<file path="config.mk">
export PLATFORM = sky130hd
export DESIGN_NAME = muldiv_seq
export DESIGN_NICKNAME = d
export VERILOG_FILES = /design/src/rtl/muldiv_seq.sv
export SDC_FILE = /design/constraint.sdc
export NUM_CORES = 1
export LEC_CHECK = 0
export ABC_AREA = 0
export ABC_CLOCK_PERIOD_IN_PS = 5750
export CAP_MARGIN = 5
export CORE_ASPECT_RATIO = 0.6
export CORE_MARGIN = 2
export CORE_UTILIZATION = 57
export DETAILED_ROUTE_END_ITERATION = 7
export PLACE_DENSITY = 0.86
export SYNTH_ARGS = -nofsm -noshare
export SYNTH_HDL_FRONTEND = slang
export SYNTH_SLANG_ARGS = --single-unit
</file>
<file path="constraint.sdc">
create_clock -name clk -period 5.75 [get_ports clk]
set_input_delay 1.4375 -clock clk [delete_from_list [all_inputs] [get_ports clk]]
set_output_delay 1.4375 -clock clk [all_outputs]
set_load 0.05 [all_outputs]
</file>
<file path="src/rtl/muldiv_seq.sv">
// Sequential multiply / multiply-accumulate / unsigned and signed divide unit.
// One shift-add or restoring-divide step per cycle; result registered in FINISH.
module muldiv_seq #(
  parameter int WIDTH = 32
) (
  input  logic             clk,
  input  logic             reset,
  input  logic             start,
  input  logic [1:0]       op,
  input  logic [WIDTH-1:0] a,
  input  logic [WIDTH-1:0] b,
  input  logic [WIDTH-1:0] c,
  input  logic             abort,
  output logic             busy,
  output logic             done,
  output logic [WIDTH-1:0] result,
  output logic [WIDTH-1:0] rem_out,
  output logic             divzero
);

  localparam int CW = $clog2(WIDTH + 1);

  typedef enum logic [1:0] {IDLE, RUN, FINISH} state_t;
  typedef enum logic [1:0] {OP_MUL = 2'b00, OP_MLA = 2'b01, OP_UDIV = 2'b10, OP_SDIV = 2'b11} op_t;

  state_t           state_q, state_d;
  op_t              op_in, op_q;
  logic [CW-1:0]    cnt_q;
  logic [WIDTH-1:0] acc_q;     // partial product, or running remainder
  logic [WIDTH-1:0] mq_q;      // multiplier shifting out, or dividend/quotient
  logic [WIDTH-1:0] opnd_q;    // multiplicand shifting left, or divisor magnitude
  logic [WIDTH-1:0] addend_q;
  logic             neg_quo_q, neg_rem_q, dz_q;

  logic             accept, b_zero, in_div;
  logic             a_neg, b_neg;
  logic [WIDTH-1:0] a_mag, b_mag;
  logic [WIDTH:0]   rem_sh, rem_diff;
  logic [WIDTH-1:0] prod_sum;
  logic [WIDTH-1:0] res_fin, rem_fin;

  assign op_in  = op_t'(op);
  assign in_div = op[1];
  assign b_zero = (b == '0);

  // Signed divide works on magnitudes; the most-negative value maps onto itself,
  // which as an unsigned magnitude is exactly right.
  assign a_neg = (op_in == OP_SDIV) && a[WIDTH-1];
  assign b_neg = (op_in == OP_SDIV) && b[WIDTH-1];
  assign a_mag = a_neg ? -a : a;
  assign b_mag = b_neg ? -b : b;

  // Restoring step: the remainder is always below the divisor, so WIDTH+1 bits suffice.
  assign rem_sh   = {acc_q, mq_q[WIDTH-1]};
  assign rem_diff = rem_sh - {1'b0, opnd_q};
  assign prod_sum = acc_q + (mq_q[0] ? opnd_q : '0);

  assign busy = (state_q != IDLE);

  always_ff @(posedge clk or negedge reset) begin
    // NOTE: all sequential state uses non-blocking assignments so every register
    // samples the pre-edge values, independent of statement order.
    if (!reset) state_q <= IDLE;
    else        state_q <= state_d;
  end

  always_comb begin
    // NOTE: defaults first so no path through the case leaves a variable
    // unassigned, which would otherwise infer a latch.
    state_d = state_q;
    accept  = 1'b0;
    unique case (state_q)
      IDLE: begin
        if (start) begin
          accept  = 1'b1;
          state_d = (in_div && b_zero) ? FINISH : RUN;
        end
      end
      RUN: begin
        if (abort)                   state_d = IDLE;
        else if (cnt_q == CW'(1))    state_d = FINISH;
      end
      FINISH:  state_d = IDLE;
      default: state_d = IDLE;
    endcase
  end

  always_comb begin
    res_fin = mq_q;
    rem_fin = acc_q;
    if (dz_q) begin
      res_fin = '0;
      rem_fin = mq_q;
    end else begin
      unique case (op_q)
        OP_MUL: begin
          res_fin = acc_q;
          rem_fin = '0;
        end
        OP_MLA: begin
          res_fin = acc_q + addend_q;
          rem_fin = '0;
        end
        OP_UDIV: begin
          res_fin = mq_q;
          rem_fin = acc_q;
        end
        OP_SDIV: begin
          res_fin = neg_quo_q ? -mq_q : mq_q;
          rem_fin = neg_rem_q ? -acc_q : acc_q;
        end
        default: ;
      endcase
    end
  end

  // NOTE: datapath registers are reset too, so a reset mid-operation leaves no
  // stale operand or partial result behind.
  always_ff @(posedge clk or negedge reset) begin
    if (!reset) begin
      op_q      <= OP_MUL;
      cnt_q     <= '0;
      acc_q     <= '0;
      mq_q      <= '0;
      opnd_q    <= '0;
      addend_q  <= '0;
      neg_quo_q <= 1'b0;
      neg_rem_q <= 1'b0;
      dz_q      <= 1'b0;
    end else if (accept) begin
      op_q      <= op_in;
      cnt_q     <= CW'(WIDTH);
      acc_q     <= '0;
      addend_q  <= c;
      dz_q      <= in_div && b_zero;
      neg_quo_q <= a_neg ^ b_neg;
      neg_rem_q <= a_neg;
      if (in_div) begin
        // On divide-by-zero the raw dividend is kept so it can be returned as remainder.
        mq_q   <= b_zero ? a : a_mag;
        opnd_q <= b_mag;
      end else begin
        mq_q   <= b;
        opnd_q <= a;
      end
    end else if (state_q == RUN && !abort) begin
      cnt_q <= cnt_q - CW'(1);
      if (op_q[1]) begin
        if (!rem_diff[WIDTH]) begin
          acc_q <= rem_diff[WIDTH-1:0];
          mq_q  <= {mq_q[WIDTH-2:0], 1'b1};
        end else begin
          acc_q <= rem_sh[WIDTH-1:0];
          mq_q  <= {mq_q[WIDTH-2:0], 1'b0};
        end
      end else begin
        acc_q  <= prod_sum;
        opnd_q <= opnd_q << 1;
        mq_q   <= mq_q >> 1;
      end
    end
  end

  // Outputs change only on an unaborted FINISH, so they hold between operations.
  always_ff @(posedge clk or negedge reset) begin
    if (!reset) begin
      done    <= 1'b0;
      result  <= '0;
      rem_out <= '0;
      divzero <= 1'b0;
    end else begin
      done <= 1'b0;
      if (state_q == FINISH && !abort) begin
        done    <= 1'b1;
        result  <= res_fin;
        rem_out <= rem_fin;
        divzero <= dz_q;
      end
    end
  end

endmodule

</file>
==> impl_metrics.json, run 1 <==
{
  "outcome": "finished clean",
  "post_drt_wl_per_cell_um": 23.2,
  "synth.top_cells.by_area": "sky130_fd_sc_hd__dfrtp_1 (29%), sky130_fd_sc_hd__ha_1 (7.0%), sky130_fd_sc_hd__a21oi_1 (6.3%), sky130_fd_sc_hd__nand2_1 (5.9%), sky130_fd_sc_hd__o21ai_0 (5.5%)",
  "worst_skew_pair.late_latency_ns": 0.54,
  "numCtsBuffers": 22,
  "worstRegToRegCells": 14,
  "worst-path-max-fanout": 11,
  "area_delta_synth_final_pct": 15.2,
  "placement_stage_worst_setup_slack_ns": 0.538,
  "cts_repair_resize_count": 0,
  "worstPathRequired_ns": 6.21,
  "ratio_of_total_power_to_cell_area_mw_per_mm2": 525,
  "yosysMostFrequentCell": "sky130_fd_sc_hd__nand2_1",
  "grt_pass1_wl_um": 99100,
  "detail_route.iter0.violations": 2358,
  "core_sq_mm": 0.0311,
  "finalClockSkew_ns": 0.0187,
  "power_mw": 10.9,
  "most_used_flip_flop_cell_after_synthesis": "sky130_fd_sc_hd__dfrtp_1",
  "maxClockFrequency_mhz": 213,
  "floorplan.initialDensity_pct": 57.8,
  "postSynthNetCount": 2519,
  "final_max_slew_viol_count": 0,
  "detail_route.vias_per_cell": 6.60,
  "gr-total-overflow": 0,
  "hold_path.class": "register to register",
  "finalCritPeriodShare_pct": 81.8,
  "min_to": "result[27]$_DFFE_PN0P_",
  "ctsHtreeMaxLevel": 1,
  "power.static_leakage_nw": 9.25,
  "tritoncts_num_sinks": 207,
  "cts_root_buffer": "sky130_fd_sc_hd__clkbuf_16",
  "timing_worst_setup_path_type": "input port to register",
  "finalNetCount": 2594,
  "ff2ff_setup_slack_ns": 1.17,
  "vdd_drop_max_uv": 280,
  "remaining_drc_errors": 0,
  "num_rows": 50,
  "hold_buf_count_cts": 0,
  "worst-endpoint-arrival_ns": 5.17,
  "die_height_um": 142,
  "grt_max_degree": 119,
  "hold_start": "result[27]$_DFFE_PN0P_",
  "synth_seq_cells": 207,
  "seq_area_frac_synth_pct": 28.8,
  "rr_startpoint": "mq_q[31]$_DFFE_PN0P_",
  "grt_pass1_vias": 16900,
  "global_route.usage.total_pct": 38.9,
  "ios": 169,
  "synthDistinctLibCells": 78,
  "slew-limit-headroom_pct": 23.6,
  "yosysTopAreaCellShare_pct": 28.8,
  "routed_wl_um": 65500,
  "routabilityCongestion": 0.988,
  "setup_viol_count_final": 0,
  "port-buffer-count": 168,
  "startpoint_type_of_the_worst_setup_path": "input port",
  "synth_area_leader_cell": "sky130_fd_sc_hd__dfrtp_1",
  "synth.cells.most_frequent": "sky130_fd_sc_hd__nand2_1 (280), sky130_fd_sc_hd__nor2_1 (241), sky130_fd_sc_hd__a21oi_1 (225)",
  "sum_of_negative_setup_slack_ns": 0,
  "end_kind": "register",
  "min_path_cells": 2,
  "async_flop_share_pct": 100,
  "ant_nets": 0,
  "clock_path_buffers": 3,
  "postCtsSetupRepairBufs": 0,
  "cts_tree": "done",
  "antenna_found_initial": 4,
  "route.vias.total": 18600,
  "final.setup.worst_slack_ns": 1.04,
  "placedCellCount": 2781,
  "die_area_sq_mm": 0.0330,
  "timing_worst_slew_pin_value_ns": 1.15,
  "drt_pass1_iterations": 6,
  "die_width_um": 233,
  "synth_enable_flop_cells": 0,
  "dpl.hpwl_um": 49800,
  "syn-mean-instance-area_sq_um": 7.76,
  "min_period_ns": 4.71,
  "setup_repair_after_global_routing_missed_its_margin": "false",
  "final_layout_size_suffix_gt1_share_pct": 4.70,
  "regToRegEndpoint": "acc_q[26]$_DFFE_PN0P_",
  "synth-warning-count": 0,
  "post_synthesis_instance_area_sq_mm": 0.0180,
  "layoutNonFillerInstCount": 2822,
  "finalHoldViolations": 0,
  "cts_clock_pin_slew_for_the_worst_setup_and_hold_paths_ns": 0.07,
  "syn-instance-count": 2314,
  "max-cap-violations": 0
}
## how the worst max path moves through the flow
| stage | startpoint | to | slack [ns] | depth (start not counted) |
|---|---|---|---|---|
| 6_report | b[1] | mq_q[21]$_DFFE_PN0P_ | 1.04 | 13 |
| 5_1_grt | b[1] | mq_q[21]$_DFFE_PN0P_ | 0.81 | 13 |
| 4_1_cts | b[1] | mq_q[4]$_DFFE_PN0P_ | 1.10 | 13 |
| 3_5_place_dp | b[1] | mq_q[4]$_DFFE_PN0P_ | 0.54 | 13 |
| 3_3_place_gp | b[1] | mq_q[21]$_DFFE_PN0P_ | 0.65 | 13 |
| 2_1_floorplan | b[0] | mq_q[12]$_DFFE_PN0P_ | 1.47 | 13 |
## cell usage in the layout (no fill, tap or decap), drive strengths merged, types with 13 or more instances in the layout
cell type | Yosys | routed
o22ai | 14 | 14
nor4 | 18 | 18
or4 | 13 | 13
a21oi | 225 | 225
inv | 79 | 80
nor3 | 29 | 29
nand3 | 27 | 27
clkdlybuf4s50 | 0 | 166
a22oi | 25 | 25
o31ai | 32 | 32
mux2i | 69 | 69
or3 | 27 | 27
a21o | 57 | 57
o211ai | 53 | 53
ha | 100 | 100
a211oi | 15 | 15
nand2 | 280 | 280
nor2 | 241 | 241
o21ai | 208 | 208
clkbuf | 137 | 28
dfrtp | 207 | 207
a31oi | 20 | 20
a22o | 14 | 14
xor2 | 88 | 88
xnor2 | 102 | 102
buf | 16 | 37
nand2b | 21 | 21
a221oi | 20 | 20
nor2b | 16 | 16
## flip-flops by register name, indices dropped and copies added, names as in the netlist, 2 cells and up
| name | cells |
|---|---|
| acc_q | 32 |
| addend_q | 32 |
| mq_q | 32 |
| opnd_q | 32 |
| rem_out | 32 |
| result | 32 |
| cnt_q | 6 |
| op_q | 2 |
| state_q | 2 |
## cells by family (layout without fill, tap and decap cells)
logic type               count (synthesis)  count (layout)  share of synthesized area (%)
AO/OA/AOI/OAI                          774             774                           27.0
AND/OR/NAND/NOR                        738             738                           18.7
buffers and inverters                  233             324                           4.96
flip-flops                             207             207                           28.8
XOR/XNOR                               190             190                           9.31
adder cells (fa/ha/maj)                103             103                           7.30
multiplexers                            69              69                           3.85
other                                    0               1                              0
## area by class of cell
class / count / area (sq um)
flip-flops and latches: 207 / 5180
clock buffers: 27 / 601
fillers: 2655 / 10400
clock inverters: 13 / 201
inverters: 80 / 300
well taps: 416 / 520
repair buffers: 204 / 1970
diodes: 1 / 2.50
multi-input cells: 1874 / 11900
## per-layer routing
metal	vias to the layer above	wire length (um)	share of wire [%]	GRT usage, %
li1	8444	-	-	-
met4	0	2310	3.5	11.8
met2	1031	27000	41	55.6
met1	8985	28600	44	56.9
met3	168	7650	12	10.7
met5	-	0	0	0
## power breakdown
group          leakage, nW  internal (mW)  switching [mW]  total, mW
clock                0.385          0.972           0.661       1.63
sequential            2.69           1.91           0.882       2.79
combinational         6.17           2.49            3.96       6.45
total                 9.25           5.37            5.51       10.9
## worst max-delay path, stage by stage
cell and delay [ns]:
sky130_fd_sc_hd__clkdlybuf4s50_1 0.47, sky130_fd_sc_hd__inv_1 0.10, sky130_fd_sc_hd__ha_1 0.17, sky130_fd_sc_hd__or3b_1 0.49
sky130_fd_sc_hd__nor4_4 0.45, sky130_fd_sc_hd__nand3b_1 0.15, sky130_fd_sc_hd__or4b_1 0.58, sky130_fd_sc_hd__or4_4 0.48
sky130_fd_sc_hd__nand2b_2 0.23, sky130_fd_sc_hd__a21oi_1 0.09, sky130_fd_sc_hd__xnor2_1 0.16, sky130_fd_sc_hd__a211o_1 0.30
sky130_fd_sc_hd__o21ai_0 0.07
## stage by stage
step	cell area, sq um	hold WS, ns	util (%)
after floorplan	18000	0.450	-
after global routing	20700	0.501	66.6
after global placement	19900	0.454	64.0
after CTS	20700	0.477	66.6
after detailed placement	19900	0.463	64.0
final	20700	0.474	66.6
(Power assumes the default switching activity.)
==> run 2: changes to the inputs <==
ABC_CLOCK_PERIOD_IN_PS = 4800   (was 5750)
clock period = 4.8 ns   (was 5.75 ns; I/O delays follow)
==> run 2 against run 1 <==
- total power increased by 18%
- global-route usage decreased by 0.14 points
- sequential power increased by 18%
- hold slack got worse by 0.0021 ns
- clock skew increased by 0.0025 ns
- die area unchanged
- register-to-register slack got worse by 0.51 ns
- critical path type unchanged
- first-iteration DRC count increased by 0.59%
- sequential share of layout area decreased by 0.16 points
- via count increased by 0.41%
- critical path depth increased by 1
- setup slack got worse by 0.58 ns
==> impl_metrics.json, run 2 (same netlist as run 1, synthesis figures left out) <==
{
  "finalCritPeriodShare_pct": 90.3,
  "global_route.usage.total_pct": 38.8,
  "finalNetCount": 2624,
  "die_height_um": 142,
  "tightest_hold_margin_ns": 0.472,
  "routed_wl_um": 65000,
  "most_common_cell_after_layout_fill_and_taps_aside": "sky130_fd_sc_hd__nand2_1",
  "max-cap-violations": 0,
  "p_int_mw": 6.33,
  "timing_worst_setup_path_type": "input port to register",
  "worstPathRequired_ns": 5.24,
  "antenna_found_initial": 0,
  "power_mw": 12.9,
  "place_area_sq_mm": 0.0201,
  "worst_skew_pair.late_latency_ns": 0.53,
  "routabilityCongestion": 1.02,
  "ff2ff_setup_slack_ns": 0.66,
  "hold_buf_count_cts": 0,
  "die_area_sq_mm": 0.0330,
  "ratio_of_total_power_to_cell_area_mw_per_mm2": 617,
  "grt_max_degree": 153,
  "floorplan.initialDensity_pct": 57.8,
  "insertedDiodeCount": 0,
  "clock_path_buffers": 3,
  "area_delta_synth_final_pct": 15.9,
  "slew-limit-headroom_pct": 34.1,
  "cts_clock_pin_slew_for_the_worst_setup_and_hold_paths_ns": 0.07,
  "crit_slowest_cell": "sky130_fd_sc_hd__or4b_1",
  "net-switching-power_mw": 6.52,
  "vdd_drop_max_uv": 382,
  "critical_path.cell_chain": "clkdlybuf4s50_1 > inv_1 > ha_1 > or3b_1 > nor4_4 > buf_4 > nand3b_1 > or4b_1 > or4_4 > nand2b_2 > a21oi_1 > xnor2_1 > a211o_1 > o21ai_1",
  "power.static_leakage_nw": 9.36,
  "switching_share_pct": 50.7,
  "placement_stage_worst_setup_slack_ns": 0.0349,
  "power_frac_clock_pct": 13.5,
  "ctsHtreeMaxLevel": 1,
  "cts_tree": "done",
  "area.sequential_sq_mm": 0.00518,
  "grt_pass1_wl_um": 99300,
  "slowest_delay_ns": 0.60,
  "hold_path.class": "register to register",
  "worst-path-max-fanout": 11,
  "maxClockFrequency_mhz": 231,
  "final_max_slew_viol_count": 0,
  "timing.critical_path.buf_inv": 3,
  "final_layout_size_suffix_gt1_share_pct": 5.72,
  "setup_viol_count_final": 0,
  "mostFrequentLayoutCells": "sky130_fd_sc_hd__nand2_1 (278), sky130_fd_sc_hd__nor2_1 (240), sky130_fd_sc_hd__a21oi_1 (225), sky130_fd_sc_hd__dfrtp_1 (206), sky130_fd_sc_hd__o21ai_0 (198)",
  "detail_route.iter0.violations": 2372,
  "final.setup.worst_slack_ns": 0.466,
  "cts_repair_resize_count": 0,
  "startpoint_type_of_the_worst_setup_path": "input port",
  "port-buffer-count": 168,
  "num_rows": 50,
  "gr-total-overflow": 0,
  "numCtsBuffers": 21,
  "postCtsSetupRepairBufs": 0,
  "dpl.hpwl_um": 49800,
  "worst-endpoint-arrival_ns": 4.78,
  "die_width_um": 233,
  "power_frac_comb_pct": 61.0,
  "outcome": "finished clean",
  "power.share.sequential_pct": 25.5,
  "tritoncts_num_sinks": 207,
  "timing_worst_slew_pin_value_ns": 0.964,
  "finalClockSkew_ns": 0.0212,
  "postLayoutCellArea_sq_mm": 0.0208,
  "end_kind": "register",
  "cts_root_buffer": "sky130_fd_sc_hd__clkbuf_16",
  "grt_pass1_vias": 17200,
  "detail_route.vias_per_cell": 6.57,
  "placedCellCount": 2812,
  "setup_repair_after_global_routing_missed_its_margin": "false",
  "final_core_util_pct": 67.0,
  "core_sq_mm": 0.0311,
  "remaining_drc_errors": 0,
  "multi_input_area_sq_mm": 0.0119,
  "sum_of_negative_setup_slack_ns": 0,
  "route.vias.total": 18700,
  "worst_path_dominant_cell_family": "simple AND/OR/NAND/NOR gates",
  "ios": 169,
  "ant_nets": 0,
  "finalHoldViolations": 0,
  "n_fill_cell": 2627,
  "min_period_ns": 4.33,
  "layoutNonFillerInstCount": 2847,
  "drt_pass1_iterations": 6,
  "post_drt_wl_per_cell_um": 22.8
}
## run 2: cell count changes in the layout (fill, tap and decap cells not counted)
cell                         before  now
sky130_fd_sc_hd__buf_12           1    2
sky130_fd_sc_hd__buf_4           36   66
sky130_fd_sc_hd__bufinv_16        5    2
sky130_fd_sc_hd__clkbuf_16       23   21
sky130_fd_sc_hd__clkbuf_8         2    6
sky130_fd_sc_hd__clkinv_2         4    2
sky130_fd_sc_hd__clkinvlp_4       3    2
sky130_fd_sc_hd__diode_2          1    0
sky130_fd_sc_hd__inv_6            1    0
## run 2: path summary, 6_finish.rpt
kind | from | end | cells past startpoint
max in group asynchronous | reset | divzero$_DFFE_PN0P_ | 2
worst max-delay path | b[1] | mq_q[16]$_DFFE_PN0P_ | 14
worst max register to register | mq_q[31]$_DFFE_PN0P_ | acc_q[29]$_DFFE_PN0P_ | 15
worst min register to register | result[25]$_DFFE_PN0P_ | result[25]$_DFFE_PN0P_ | 2
worst min-delay path | result[25]$_DFFE_PN0P_ | result[25]$_DFFE_PN0P_ | 2
min in group asynchronous | reset | addend_q[18]$_DFFE_PN0P_ | 1
## run 2: power by group through the flow
| stage | sequential, mW | combinational (mW) | clock (mW) |
|---|---|---|---|
| 4_1_cts | 3.20 | 7.65 | 1.72 |
| 5_1_grt | 3.31 | 8.45 | 1.79 |
| 6_report | 3.28 | 7.84 | 1.73 |
| 2_1_floorplan | 3.16 | 5.23 | 0 |
| 3_3_place_gp | 3.20 | 7.43 | 0 |
| 3_5_place_dp | 3.23 | 7.60 | 0 |
## run 2: tightest hold or removal path, stage by stage, from the launching register on
cell,delay (ns)
sky130_fd_sc_hd__dfrtp_1,0.34
sky130_fd_sc_hd__nand2_1,0.05
sky130_fd_sc_hd__nand2_1,0.05
## run 2: layout make-up
cell class / count / share of cell area, %
well taps: 416 / 2.50
inverters: 80 / 1.44
clock inverters: 6 / 0.409
multi-input cells: 1874 / 57.2
flip-flops and latches: 207 / 24.9
repair buffers: 235 / 10.6
clock buffers: 29 / 2.91
## run 2: per-layer routing
layer | vias up | GRT usage (%) | share of wire, %
met5 | - | 0 | 0
met4 | 0 | 11.0 | 3.0
met3 | 144 | 10.4 | 12
met2 | 1106 | 55.7 | 42
met1 | 8943 | 57.0 | 43
li1 | 8512 | - | -
